[src/rtl/mem_lsu_pkg.sv]
`default_nettype none
// ============================================================================
// Package : mips_mem_pkg
// Brief   : Shared encodings and helpers for the MEM-stage load/store unit.
// Rev     : 1.0  initial release
// ============================================================================
package mips_mem_pkg;

    // Access size encodings carried on req_size
    localparam logic [1:0] SZ_BYTE = 2'b00;
    localparam logic [1:0] SZ_HALF = 2'b01;
    localparam logic [1:0] SZ_WORD = 2'b10;
    localparam logic [1:0] SZ_RSVD = 2'b11;

    // Byte lanes per memory word
    localparam int LANES  = 4;
    localparam int LANE_W = 8;

    // Access FSM: IDLE accepts requests, WRITE commits a merged sub-word store
    typedef enum logic [0:0] {
        IDLE  = 1'b0,
        WRITE = 1'b1
    } state_t;

    // A request is illegal when its size is reserved, it is not naturally
    // aligned, or it claims to be both a load and a store.
    function automatic logic is_illegal(input logic [1:0] size,
                                        input logic [1:0] addr_lo,
                                        input logic       is_ld,
                                        input logic       is_st);
        return (size == SZ_RSVD)
            || ((size == SZ_HALF) && addr_lo[0])
            || ((size == SZ_WORD) && (addr_lo != 2'b00))
            || (is_ld && is_st);
    endfunction

endpackage
`default_nettype wire

[src/rtl/mem_lsu_if.sv]
`default_nettype none
// ============================================================================
// Interface : mem_lsu_if
// Brief     : EX/MEM request bundle, data-memory port and MEM/WB results.
// Rev       : 1.0  initial release
// ============================================================================
interface mem_lsu_if #(
    parameter int ADDR_W = 32,
    parameter int DATA_W = 32
);
    // Request from EX/MEM
    logic              req_valid;
    logic              req_load;
    logic              req_store;
    logic [1:0]        req_size;
    logic              req_signed;
    logic [ADDR_W-1:0] req_addr;
    logic [DATA_W-1:0] req_wdata;
    // Word-wide data memory port
    logic [ADDR_W-1:0] mem_adr;
    logic [DATA_W-1:0] mem_d_in;
    logic              mem_mrd;
    logic              mem_mwr;
    logic [DATA_W-1:0] mem_d_out;
    // Pipeline control and results
    logic              stall;
    logic [DATA_W-1:0] rd_data;
    logic              rd_valid;
    logic              misalign;

    // The load/store unit side
    modport slave (
        input  req_valid, req_load, req_store, req_size, req_signed,
               req_addr, req_wdata, mem_d_out,
        output mem_adr, mem_d_in, mem_mrd, mem_mwr, stall,
               rd_data, rd_valid, misalign
    );

    // Pipeline + memory side
    modport master (
        output req_valid, req_load, req_store, req_size, req_signed,
               req_addr, req_wdata, mem_d_out,
        input  mem_adr, mem_d_in, mem_mrd, mem_mwr, stall,
               rd_data, rd_valid, misalign
    );
endinterface
`default_nettype wire

[src/rtl/mem_lsu_lane_unit.sv]
`default_nettype none
// ============================================================================
// Module : lsu_lane_unit
// Brief  : Combinational byte-lane logic: load extraction with sign/zero
//          extension, and store merge of a sub-word into a read word.
// Rev    : 1.0  initial release
// ============================================================================
module lsu_lane_unit
    import mips_mem_pkg::*;
#(
    parameter int DATA_W = 32
) (
    input  wire logic [1:0]        size_i,
    input  wire logic              signed_i,
    input  wire logic [1:0]        addr_lo_i,
    input  wire logic [DATA_W-1:0] rdata_i,
    input  wire logic [15:0]       wdata_i,
    output logic      [DATA_W-1:0] load_data_o,
    output logic      [DATA_W-1:0] merge_data_o
);

    // Bit offsets of the addressed byte and half-word within the word
    logic [4:0]  w_byte_ofs;
    logic [4:0]  w_half_ofs;
    logic [7:0]  w_byte;
    logic [15:0] w_half;

    assign w_byte_ofs = {addr_lo_i, 3'b000};
    assign w_half_ofs = {addr_lo_i[1], 4'b0000};
    assign w_byte     = rdata_i[w_byte_ofs +: LANE_W];
    assign w_half     = rdata_i[w_half_ofs +: 2*LANE_W];

    // Select the addressed lane(s) and extend to the full word
    always_comb begin
        load_data_o = rdata_i;
        case (size_i)
            SZ_BYTE: load_data_o = {{(DATA_W-8){signed_i & w_byte[7]}}, w_byte};
            SZ_HALF: load_data_o = {{(DATA_W-16){signed_i & w_half[15]}}, w_half};
            default: load_data_o = rdata_i;
        endcase
    end

    // Replace the addressed lane(s) of the read word with the store data
    always_comb begin
        merge_data_o = rdata_i;
        case (size_i)
            SZ_BYTE: merge_data_o[w_byte_ofs +: LANE_W]   = wdata_i[7:0];
            SZ_HALF: merge_data_o[w_half_ofs +: 2*LANE_W] = wdata_i;
            default: merge_data_o = rdata_i;
        endcase
    end

endmodule
`default_nettype wire

[src/rtl/mem_lsu.sv]
`default_nettype none
// ============================================================================
// Module : mem_lsu
// Brief  : MEM-stage load/store unit. Word accesses go straight to memory;
//          sub-word stores run a read-modify-write over two cycles with a
//          one-cycle stall. Illegal requests are flagged and never issued.
// Rev    : 1.0  initial release
// ============================================================================
module mem_lsu
    import mips_mem_pkg::*;
#(
    parameter int ADDR_W = 32,
    parameter int DATA_W = 32
) (
    input  wire logic  clk,
    input  wire logic  rst_n,
    mem_lsu_if.slave   bus
);

    state_t            state_q, state_d;
    logic [DATA_W-1:0] merge_q, merge_d;
    logic [DATA_W-1:0] rd_data_q, rd_data_d;
    logic              rd_valid_q, rd_valid_d;
    logic              misalign_q, misalign_d;

    logic [ADDR_W-1:0] w_aligned;
    logic [DATA_W-1:0] w_load;
    logic [DATA_W-1:0] w_merge;
    logic [ADDR_W-1:0] w_adr;
    logic [DATA_W-1:0] w_din;
    logic              w_mrd;
    logic              w_mwr;
    logic              w_stall;

    assign w_aligned = {bus.req_addr[ADDR_W-1:2], 2'b00};

    lsu_lane_unit #(
        .DATA_W (DATA_W)
    ) u_lane (
        .size_i       (bus.req_size),
        .signed_i     (bus.req_signed),
        .addr_lo_i    (bus.req_addr[1:0]),
        .rdata_i      (bus.mem_d_out),
        .wdata_i      (bus.req_wdata[15:0]),
        .load_data_o  (w_load),
        .merge_data_o (w_merge)
    );

    // State and result registers; reset aborts any pending write immediately
    always_ff @(posedge clk or negedge rst_n) begin
        if (!rst_n) begin
            state_q    <= IDLE;
            merge_q    <= '0;
            rd_data_q  <= '0;
            rd_valid_q <= 1'b0;
            misalign_q <= 1'b0;
        end else begin
            state_q    <= state_d;
            merge_q    <= merge_d;
            rd_data_q  <= rd_data_d;
            rd_valid_q <= rd_valid_d;
            misalign_q <= misalign_d;
        end
    end

    // Request decode, memory port drive and next-state selection
    always_comb begin
        state_d    = state_q;
        merge_d    = merge_q;
        rd_data_d  = rd_data_q;
        rd_valid_d = 1'b0;
        misalign_d = 1'b0;
        w_mrd      = 1'b0;
        w_mwr      = 1'b0;
        w_stall    = 1'b0;
        w_adr      = '0;
        w_din      = '0;
        case (state_q)
            IDLE: begin
                if (bus.req_valid) begin
                    if (is_illegal(bus.req_size, bus.req_addr[1:0],
                                   bus.req_load, bus.req_store)) begin
                        misalign_d = 1'b1;
                    end else if (bus.req_load) begin
                        w_mrd      = 1'b1;
                        w_adr      = w_aligned;
                        rd_data_d  = w_load;
                        rd_valid_d = 1'b1;
                    end else if (bus.req_store) begin
                        w_adr = w_aligned;
                        if (bus.req_size == SZ_WORD) begin
                            w_mwr = 1'b1;
                            w_din = bus.req_wdata;
                        end else begin
                            // Read phase: capture the merged word, hold upstream
                            w_mrd   = 1'b1;
                            w_stall = 1'b1;
                            merge_d = w_merge;
                            state_d = WRITE;
                        end
                    end
                end
            end
            WRITE: begin
                // Upstream still holds req_addr, so it supplies the address
                w_mwr   = 1'b1;
                w_din   = merge_q;
                w_adr   = w_aligned;
                state_d = IDLE;
            end
            default: state_d = IDLE;
        endcase
    end

    assign bus.mem_adr  = w_adr;
    assign bus.mem_d_in = w_din;
    assign bus.mem_mrd  = w_mrd;
    assign bus.mem_mwr  = w_mwr;
    assign bus.stall    = w_stall;
    assign bus.rd_data  = rd_data_q;
    assign bus.rd_valid = rd_valid_q;
    assign bus.misalign = misalign_q;

endmodule
`default_nettype wire

[src/flat_wrapper.sv]
// flat-port wrapper written by rule: the top's interface ports become plain ports
module mem_lsu_flat import mips_mem_pkg::*;
#(
    parameter int ADDR_W = 32,
    parameter int DATA_W = 32
)
  (clk, rst_n, bus_req_valid, bus_req_load, bus_req_store, bus_req_size, bus_req_signed, bus_req_addr, bus_req_wdata, bus_mem_d_out, bus_mem_adr, bus_mem_d_in, bus_mem_mrd, bus_mem_mwr, bus_stall, bus_rd_data, bus_rd_valid, bus_misalign);
  mem_lsu_if #(.ADDR_W(ADDR_W), .DATA_W(DATA_W)) bus_i ();
  input  wire logic clk;
  input  wire logic rst_n;
  input wire logic [$bits(bus_i.req_valid)-1:0] bus_req_valid;
  input wire logic [$bits(bus_i.req_load)-1:0] bus_req_load;
  input wire logic [$bits(bus_i.req_store)-1:0] bus_req_store;
  input wire logic [$bits(bus_i.req_size)-1:0] bus_req_size;
  input wire logic [$bits(bus_i.req_signed)-1:0] bus_req_signed;
  input wire logic [$bits(bus_i.req_addr)-1:0] bus_req_addr;
  input wire logic [$bits(bus_i.req_wdata)-1:0] bus_req_wdata;
  input wire logic [$bits(bus_i.mem_d_out)-1:0] bus_mem_d_out;
  output wire logic [$bits(bus_i.mem_adr)-1:0] bus_mem_adr;
  output wire logic [$bits(bus_i.mem_d_in)-1:0] bus_mem_d_in;
  output wire logic [$bits(bus_i.mem_mrd)-1:0] bus_mem_mrd;
  output wire logic [$bits(bus_i.mem_mwr)-1:0] bus_mem_mwr;
  output wire logic [$bits(bus_i.stall)-1:0] bus_stall;
  output wire logic [$bits(bus_i.rd_data)-1:0] bus_rd_data;
  output wire logic [$bits(bus_i.rd_valid)-1:0] bus_rd_valid;
  output wire logic [$bits(bus_i.misalign)-1:0] bus_misalign;
  assign bus_i.req_valid = bus_req_valid;
  assign bus_i.req_load = bus_req_load;
  assign bus_i.req_store = bus_req_store;
  assign bus_i.req_size = bus_req_size;
  assign bus_i.req_signed = bus_req_signed;
  assign bus_i.req_addr = bus_req_addr;
  assign bus_i.req_wdata = bus_req_wdata;
  assign bus_i.mem_d_out = bus_mem_d_out;
  assign bus_mem_adr = bus_i.mem_adr;
  assign bus_mem_d_in = bus_i.mem_d_in;
  assign bus_mem_mrd = bus_i.mem_mrd;
  assign bus_mem_mwr = bus_i.mem_mwr;
  assign bus_stall = bus_i.stall;
  assign bus_rd_data = bus_i.rd_data;
  assign bus_rd_valid = bus_i.rd_valid;
  assign bus_misalign = bus_i.misalign;
  mem_lsu #(.ADDR_W(ADDR_W), .DATA_W(DATA_W)) u_core (.clk(clk), .rst_n(rst_n), .bus(bus_i));
endmodule
[config.mk]
export PLATFORM = sky130hd
export DESIGN_NAME = mem_lsu_flat
export DESIGN_NICKNAME = d
export VERILOG_FILES = /design/src/rtl/mem_lsu_pkg.sv /design/src/rtl/mem_lsu_if.sv /design/src/rtl/mem_lsu_lane_unit.sv /design/src/rtl/mem_lsu.sv /design/src/flat_wrapper.sv
export SDC_FILE = /design/constraint.sdc
export NUM_CORES = 1
export LEC_CHECK = 0
export BUFFER_PORTS_ARGS = -buffer_cell sky130_fd_sc_hd__buf_2
export CORE_MARGIN = 2
export CORE_UTILIZATION = 45
export DETAILED_ROUTE_END_ITERATION = 7
export PLACE_DENSITY = 0.72
export RECOVER_POWER = 100
export SLEW_MARGIN = 20
export SYNTH_ARGS = -nofsm -noshare
export SYNTH_HDL_FRONTEND = slang
export SYNTH_HIERARCHICAL = 1
export SYNTH_SLANG_ARGS = --single-unit
[constraint.sdc]
create_clock -name clk -period 2.9 [get_ports clk]
set_clock_uncertainty 0.2 [all_clocks]
set_input_delay 0.145 -clock clk [delete_from_list [all_inputs] [get_ports clk]]
set_output_delay 0.145 -clock clk [all_outputs]
set_load 0.005 [all_outputs]
# After elaboration in Yosys (flattened, before gate mapping)
# Cells that the tools add are included.
dict set report word_totals {
  regBits 67
  inputBits 104
  out_inout_bits 101
  wordCells 71
}
dict set report op_classes {
  n_addsub 2
  eq_ne 3
  n_shift 6
  mux 39
  bitwise_logic 6
  reduce_logical 10
}
# op count
set op_table {}
lappend op_table {{$mux W32} 9}
lappend op_table {{$pmux W32 S2} 4}
lappend op_table {{$bwmux W32} 2}
lappend op_table {{$shift A16 B7 Y32 const A} 1}
lappend op_table {{$shift A8 B7 Y32 const A} 1}
lappend op_table {{$shiftx A16 B7 Y32} 1}
lappend op_table {{$shiftx A32 B6 Y16} 1}
lappend op_table {{$shiftx A32 B6 Y8} 1}
lappend op_table {{$shiftx A8 B7 Y32} 1}
lappend op_table {{$mux W1} 22}
lappend op_table {{$neg A5 Y7} 2}
lappend op_table {{$reduce_and A6 Y1} 1}
lappend op_table {{$eq A2 B2 Y1 const B} 2}
lappend op_table {{$not A1 Y1} 4}
lappend op_table {{$pmux W1 S2} 2}
lappend op_table {{$reduce_and A4 Y1} 1}
lappend op_table {{$logic_and A1 B1 Y1} 3}
lappend op_table {{$logic_or A1 B1 Y1} 3}
lappend op_table {{$and A1 B1 Y1} 2}
lappend op_table {{$eq A2 B1 Y1 const B} 1}
lappend op_table {{$logic_not A2 Y1} 1}
lappend op_table {{$reduce_bool A2 Y1} 1}

# Depth between registers and ports, before layout
dict set report depth {
  depth_word 8
  depth_mapped 10
}

# By module
# The synthesis kept the hierarchy.
# mod n_inst cells_per_inst area_each_um2
set modules_own_cells {}
lappend modules_own_cells {mem_lsu 1 301 3288.2}
lappend modules_own_cells {lsu_lane_unit 1 315 1855.5}

# Least setup slack after synthesis
# No wires, ideal clock.
dict set report synth_path {
  path_kind {in2reg}
  start {in bus_req_addr[1]}
  end {reg u_core.merge_q[0]}
  arrival_ps 2119
  t_required_ps 2635
  path_slack_ps 516
  path_stages 10
  n_path_buf 3
  path_cell_list {buf_2 > inv_2 > clkbuf_1 > ha_1 > clkbuf_1 > nand2_1 > nor3_1 > a21oi_1 > o21ai_1 > mux2_1}
}
dict set report synth_between {
  word_cells_on_any_way 15
  classes_between {add/sub: 2; shift: 4; mux: 3; bitwise: 1; reduce/logical: 5}
}
# item line_no
set synth_rtl {}
lappend synth_rtl {{from (decl)} flat_wrapper.sv:16} ;# input wire logic [$bits(bus_i.req_addr)-1:0] bus_req_addr;
lappend synth_rtl {{$neg A5 Y7, on equally long branches} {mem_lsu_lane_unit.sv:48, mem_lsu_lane_unit.sv:47}}
lappend synth_rtl {{$shiftx A16 B7 Y32, or another cell as far along} mem_lsu_lane_unit.sv:48} ;# SZ_HALF: merge_data_o[w_half_ofs +: 2*LANE_W] = wdata_i;
lappend synth_rtl {{$bwmux W32, on equally long branches} {mem_lsu_lane_unit.sv:48, mem_lsu_lane_unit.sv:47}}
lappend synth_rtl {{$pmux W32 S2 *} mem_lsu_lane_unit.sv:46} ;# case (size_i)
lappend synth_rtl {{net u_core.w_merge[0]} mem_lsu.sv:28} ;# logic [DATA_W-1:0] w_merge;
lappend synth_rtl {{to (signal assigned)} mem_lsu.sv:59} ;# merge_q <= merge_d;
lappend synth_rtl {{to (decl)} mem_lsu.sv:21} ;# logic [DATA_W-1:0] merge_q, merge_d;
# The timed path passes the listed nets; every way through them passes the cells marked *.
# A chain may end at the register's enable or synchronous reset.

# Worst setup path after layout
dict set report layout_path {
  start {in bus_req_store}
  end {out bus_mem_adr[25]}
}
dict set report layout_between {
  elab_chain_len 5
  word_cells_on_any_way 7
  classes_between {mux: 5; reduce/logical: 2}
}
# item line_no
set layout_rtl {}
lappend layout_rtl {{from (decl)} flat_wrapper.sv:13} ;# input wire logic [$bits(bus_i.req_store)-1:0] bus_req_store;
lappend layout_rtl {{$mux W32 / $logic_and A1 B1 Y1 (equally long branches)} {mem_lsu.sv:89, mem_lsu_pkg.sv:34}}
lappend layout_rtl {{$mux W32 / $logic_or A1 B1 Y1 (equally long branches)} {mem_lsu.sv:84, mem_lsu_pkg.sv:34}}
lappend layout_rtl {{$mux W32 *} mem_lsu.sv:81} ;# if (is_illegal(bus.req_size, bus.req_addr[1:0],
lappend layout_rtl {{$mux W32 *} mem_lsu.sv:80} ;# if (bus.req_valid) begin
lappend layout_rtl {{$pmux W32 S2 *} mem_lsu.sv:78} ;# case (state_q)
lappend layout_rtl {{to (decl)} flat_wrapper.sv:19} ;# output wire logic [$bits(bus_i.mem_adr)-1:0] bus_mem_adr;
# Mark *: on every way between the ends. The rest lies on a longest branch, timed or not.

==> summary.md <==
| Metric | Value |
|---|---|
| Status | finished, violations left |
| Violated checks | capacitance limit, slew limit |
| Die area | 0.01230 sq mm |
| Syn_area_per_cell | 8.350 sq um |
| Post-synth top area cell | dfrtp_1 |
| CTS Buf Count | 9 |
| Via density per instance | 5.775 |
| Tcrit/Tclk final | between 80% and 90% |
| Max-Slew Margin vs Limit | -29.41% |
| Ports | 205 |
| Cell count after synthesis | 616 |
| Port Buffer Count | around 200 |
| Switching share of total power | 28.00% |
| Deepest clock path buffer count | 2 |
| Drt pass-1 iters | 5 |
| Worst hold slack | 19.20 ps |
| CTS root buffer | clkbuf_16 |
| Die width | about 110 um |
| Final Hold Fails | 0 |
| Commonest cells post-synth | nand2_1 (144), dfrtp_1 (67), o21ai_1 (41) |
| VDD IR-drop max | 0.4222 mV |
| DRC Markers | 0 |
| Fillcell total | 1081 |
| GR Util All Layers | 27.06% |
| Core region area | 0.01127 sq mm |
| Seq pwr share | a little under two fifths |
| P_leak | 3.195 nW |
| RR Endpoint | u_core/bus.rd_data[13]$_DFFE_PN0P_ |
| # rows | 39 |
| CTS H-tree lvls | 3 |
| Netlist cell types | 49 |
| Hold crit path type | input port to flip-flop |
| Sequential share of the synthesized area | 32.60% |
| Synth Cell Area | 0.005144 sq mm |
| Routed wire per std cell | approximately 18 um |
| Clk sinks | 67 |
| Initial core utilization | 45.63% |
| Final TNS setup | 0 ps |
| Worst R2R Setup Slack | between 400 and 500 ps |
| Hold_sp | bus_mem_d_out[14] |
| Skew-Pair Late Insertion Delay | 330 ps |
| Max-cap viol count | 1 |
| Pint | 2.524 mW |
| Storage cell area | 0.001677 sq mm |
| Ys flop type | dfrtp_1 |
| Initial antenna violation count | 0 |
| Multi-input gate area | 0.003203 sq mm |
| Vias in the first global route | 5030 |
| Min-Delay Endpoint | u_core/merge_q[14]$_DFFE_PN0P_ |
| Slew @ Worst Pin | 1941 ps |
| Vias | 5475 |
| N_diodes | 0 |
| Final core occ | around 58% |
| Post-CTS sizing | 0 |
| Min cycle time layout | 2532 ps |
| Cells after DPL | 929 |
| Most frequent cell after synthesis | nand2_1 |
| Crit-path max FO | 31 |
| Unrepaired setup endpoints after global routing | no |
| Final Setup Violations | 0 |
| Kind of critical path | input port to primary output |
| Global route overflow | 0 |
| YS warnings | 6 |
| Top post-synthesis cells by area | dfrtp_1 (33%), nand2_1 (11%), mux2_1 (7.2%), mux2_2 (6.8%), a221o_1 (4.7%) |
| Pwr dens | 532.6 mW/mm^2 |
| First-pass GRT wire length | 26.60 mm |
| Clock power share | 38.5% |
| Worst path required time | 2560 ps |
| Final nets | 910 |
| Global placement routability congestion | between 0.9 and 1 |
| Setup crit end kind | primary output |
| Critical Path Start Type | input port |
| Final wirelength | 17.17 mm |
| Largest net degree at the start of global routing | 64 |
| Die height | 110.9 um |
| Seq cells post-synth | 67 |
| Layout Cells excl Fill | 948 |
| Worst hold stages | 3 |
| Synthesis-to-layout area growth | 27.97% |
| CTS tree | yes |
| DPL Wire Length | roughly 13 mm |
| Max-slew violation count | 33 |
| Fraction of layout cells with a size suffix above 1 | around 28% |
| Comb power frac | 24.2% |
| DRT iter0 DRCs | 502 |
| Fmax | ~400 MHz |
| Reg-to-Reg Start | u_core/state_q$_DFF_PN0_ |
| Number of flops mapped to enable cells by yosys | 0 |
| Fraction of registers with async set/reset | 100.0% |
| Post-DRT Antenna Nets | 0 |
| Net switching power | 0.9817 mW |
| CP arrival | 2190 ps |
| R2R cell count | 5 |
| Reg clk slew, reported paths | 60 ps |
| Synth top area share | 32.60% |
routing by layer:
layer | track usage [%] | wire [um]
met4 | 10.92 | 475
met3 | 6.288 | 1445
met2 | 42.82 | 7960
met5 | 0 | 0
met1 | 35.92 | 7283
through the flow:
stage          area, sq um  power [mW]  setup WS, ps
2_1_floorplan         5147       1.759         516.2
3_3_place_gp          6264       2.144         563.5
3_5_place_dp          6264       2.179         512.2
4_1_cts               6666       3.545         573.9
5_1_grt               6583       3.680         263.2
6_report              6583       3.506         367.5
worst max-delay path: stages:
cell	delay [ps]
dlygate4sd3_1	530
clkbuf_1	210
xor2_1	200
o211ai_1	110
clkbuf_2	350
a21boi_0	440
buf_2	190
sequential cells by signal (all words and copies together) (netlist names):
signal / cells
u_core/merge_q: 32
u_core/bus.misalign: 1
u_core/bus.rd_valid: 1
u_core/state_q: 1
u_core/bus.rd_data: 32
area by class of cell:
| cell class | instances | share of cell area (%) |
|---|---|---|
| Multi-Input combinational cell | 495 | 48.66 |
| Sequential cell | 67 | 25.47 |
| Timing Repair Buffer | 224 | 17.41 |
| Clock buffer | 9 | 3.421 |
| Tap cell | 143 | 2.718 |
| Clock inverter | 6 | 2.091 |
| Inverter | 4 | 0.2281 |
power groups by stage:
stage,Sequential (mW),Combinational (mW),Clock [mW]
2_1_floorplan,1.30,0.463,0
3_3_place_gp,1.31,0.838,0
3_5_place_dp,1.32,0.862,0
4_1_cts,1.30,0.872,1.37
5_1_grt,1.34,0.937,1.41
6_report,1.31,0.850,1.35
timing repair:
item                      CTS  global route
setup buffers               0             0
hold endpoints to repair   33             0
hold buffers                4             0
layout by cell type (no fill, tap or decap), drive strengths merged, types with 4 or more instances in the layout:
master,instances
a21boi,39
a21oi,38
a221o,24
a22oi,10
buf,171
bufinv,4
clkbuf,58
dfrtp,67
dlygate4sd3,4
ha,5
inv,4
mux2,64
mux2i,4
nand2,144
nand2b,20
nand3b,9
nor2,6
nor2b,25
nor3b,11
o211ai,6
o21ai,63
cells by family (layout without fill, tap and decap cells):
group	count (synthesis)	count (layout)	synth area share, %
XOR/XNOR	1	1	0.1703
other	1	2	0.07290
adder cells (fa/ha/maj)	5	5	1.216
buffers and inverters	55	243	4.913
AND/OR/NAND/NOR	228	228	21.62
AO/OA/AOI/OAI	191	191	24.62
flip-flops	67	67	32.60
multiplexers	68	68	14.79
worst max path at each step:
| stage | from | cells after the start | to | slack (ps) |
|---|---|---|---|---|
| floorplan | bus_req_addr[1] | 10 | u_core/merge_q[0]$_DFFE_PN0P_ | 520 |
| global placement | bus_req_addr[1] | 9 | u_core/merge_q[7]$_DFFE_PN0P_ | 560 |
| detailed placement | bus_req_addr[1] | 9 | u_core/merge_q[5]$_DFFE_PN0P_ | 510 |
| CTS | bus_req_store | 7 | bus_mem_d_in[8] | 570 |
| global route | u_core/state_q$_DFF_PN0_ | 5 | u_core/bus.rd_data[13]$_DFFE_PN0P_ | 260 |
| finish | bus_req_store | 7 | bus_mem_adr[25] | 370 |
(Power assumes the default switching activity.)
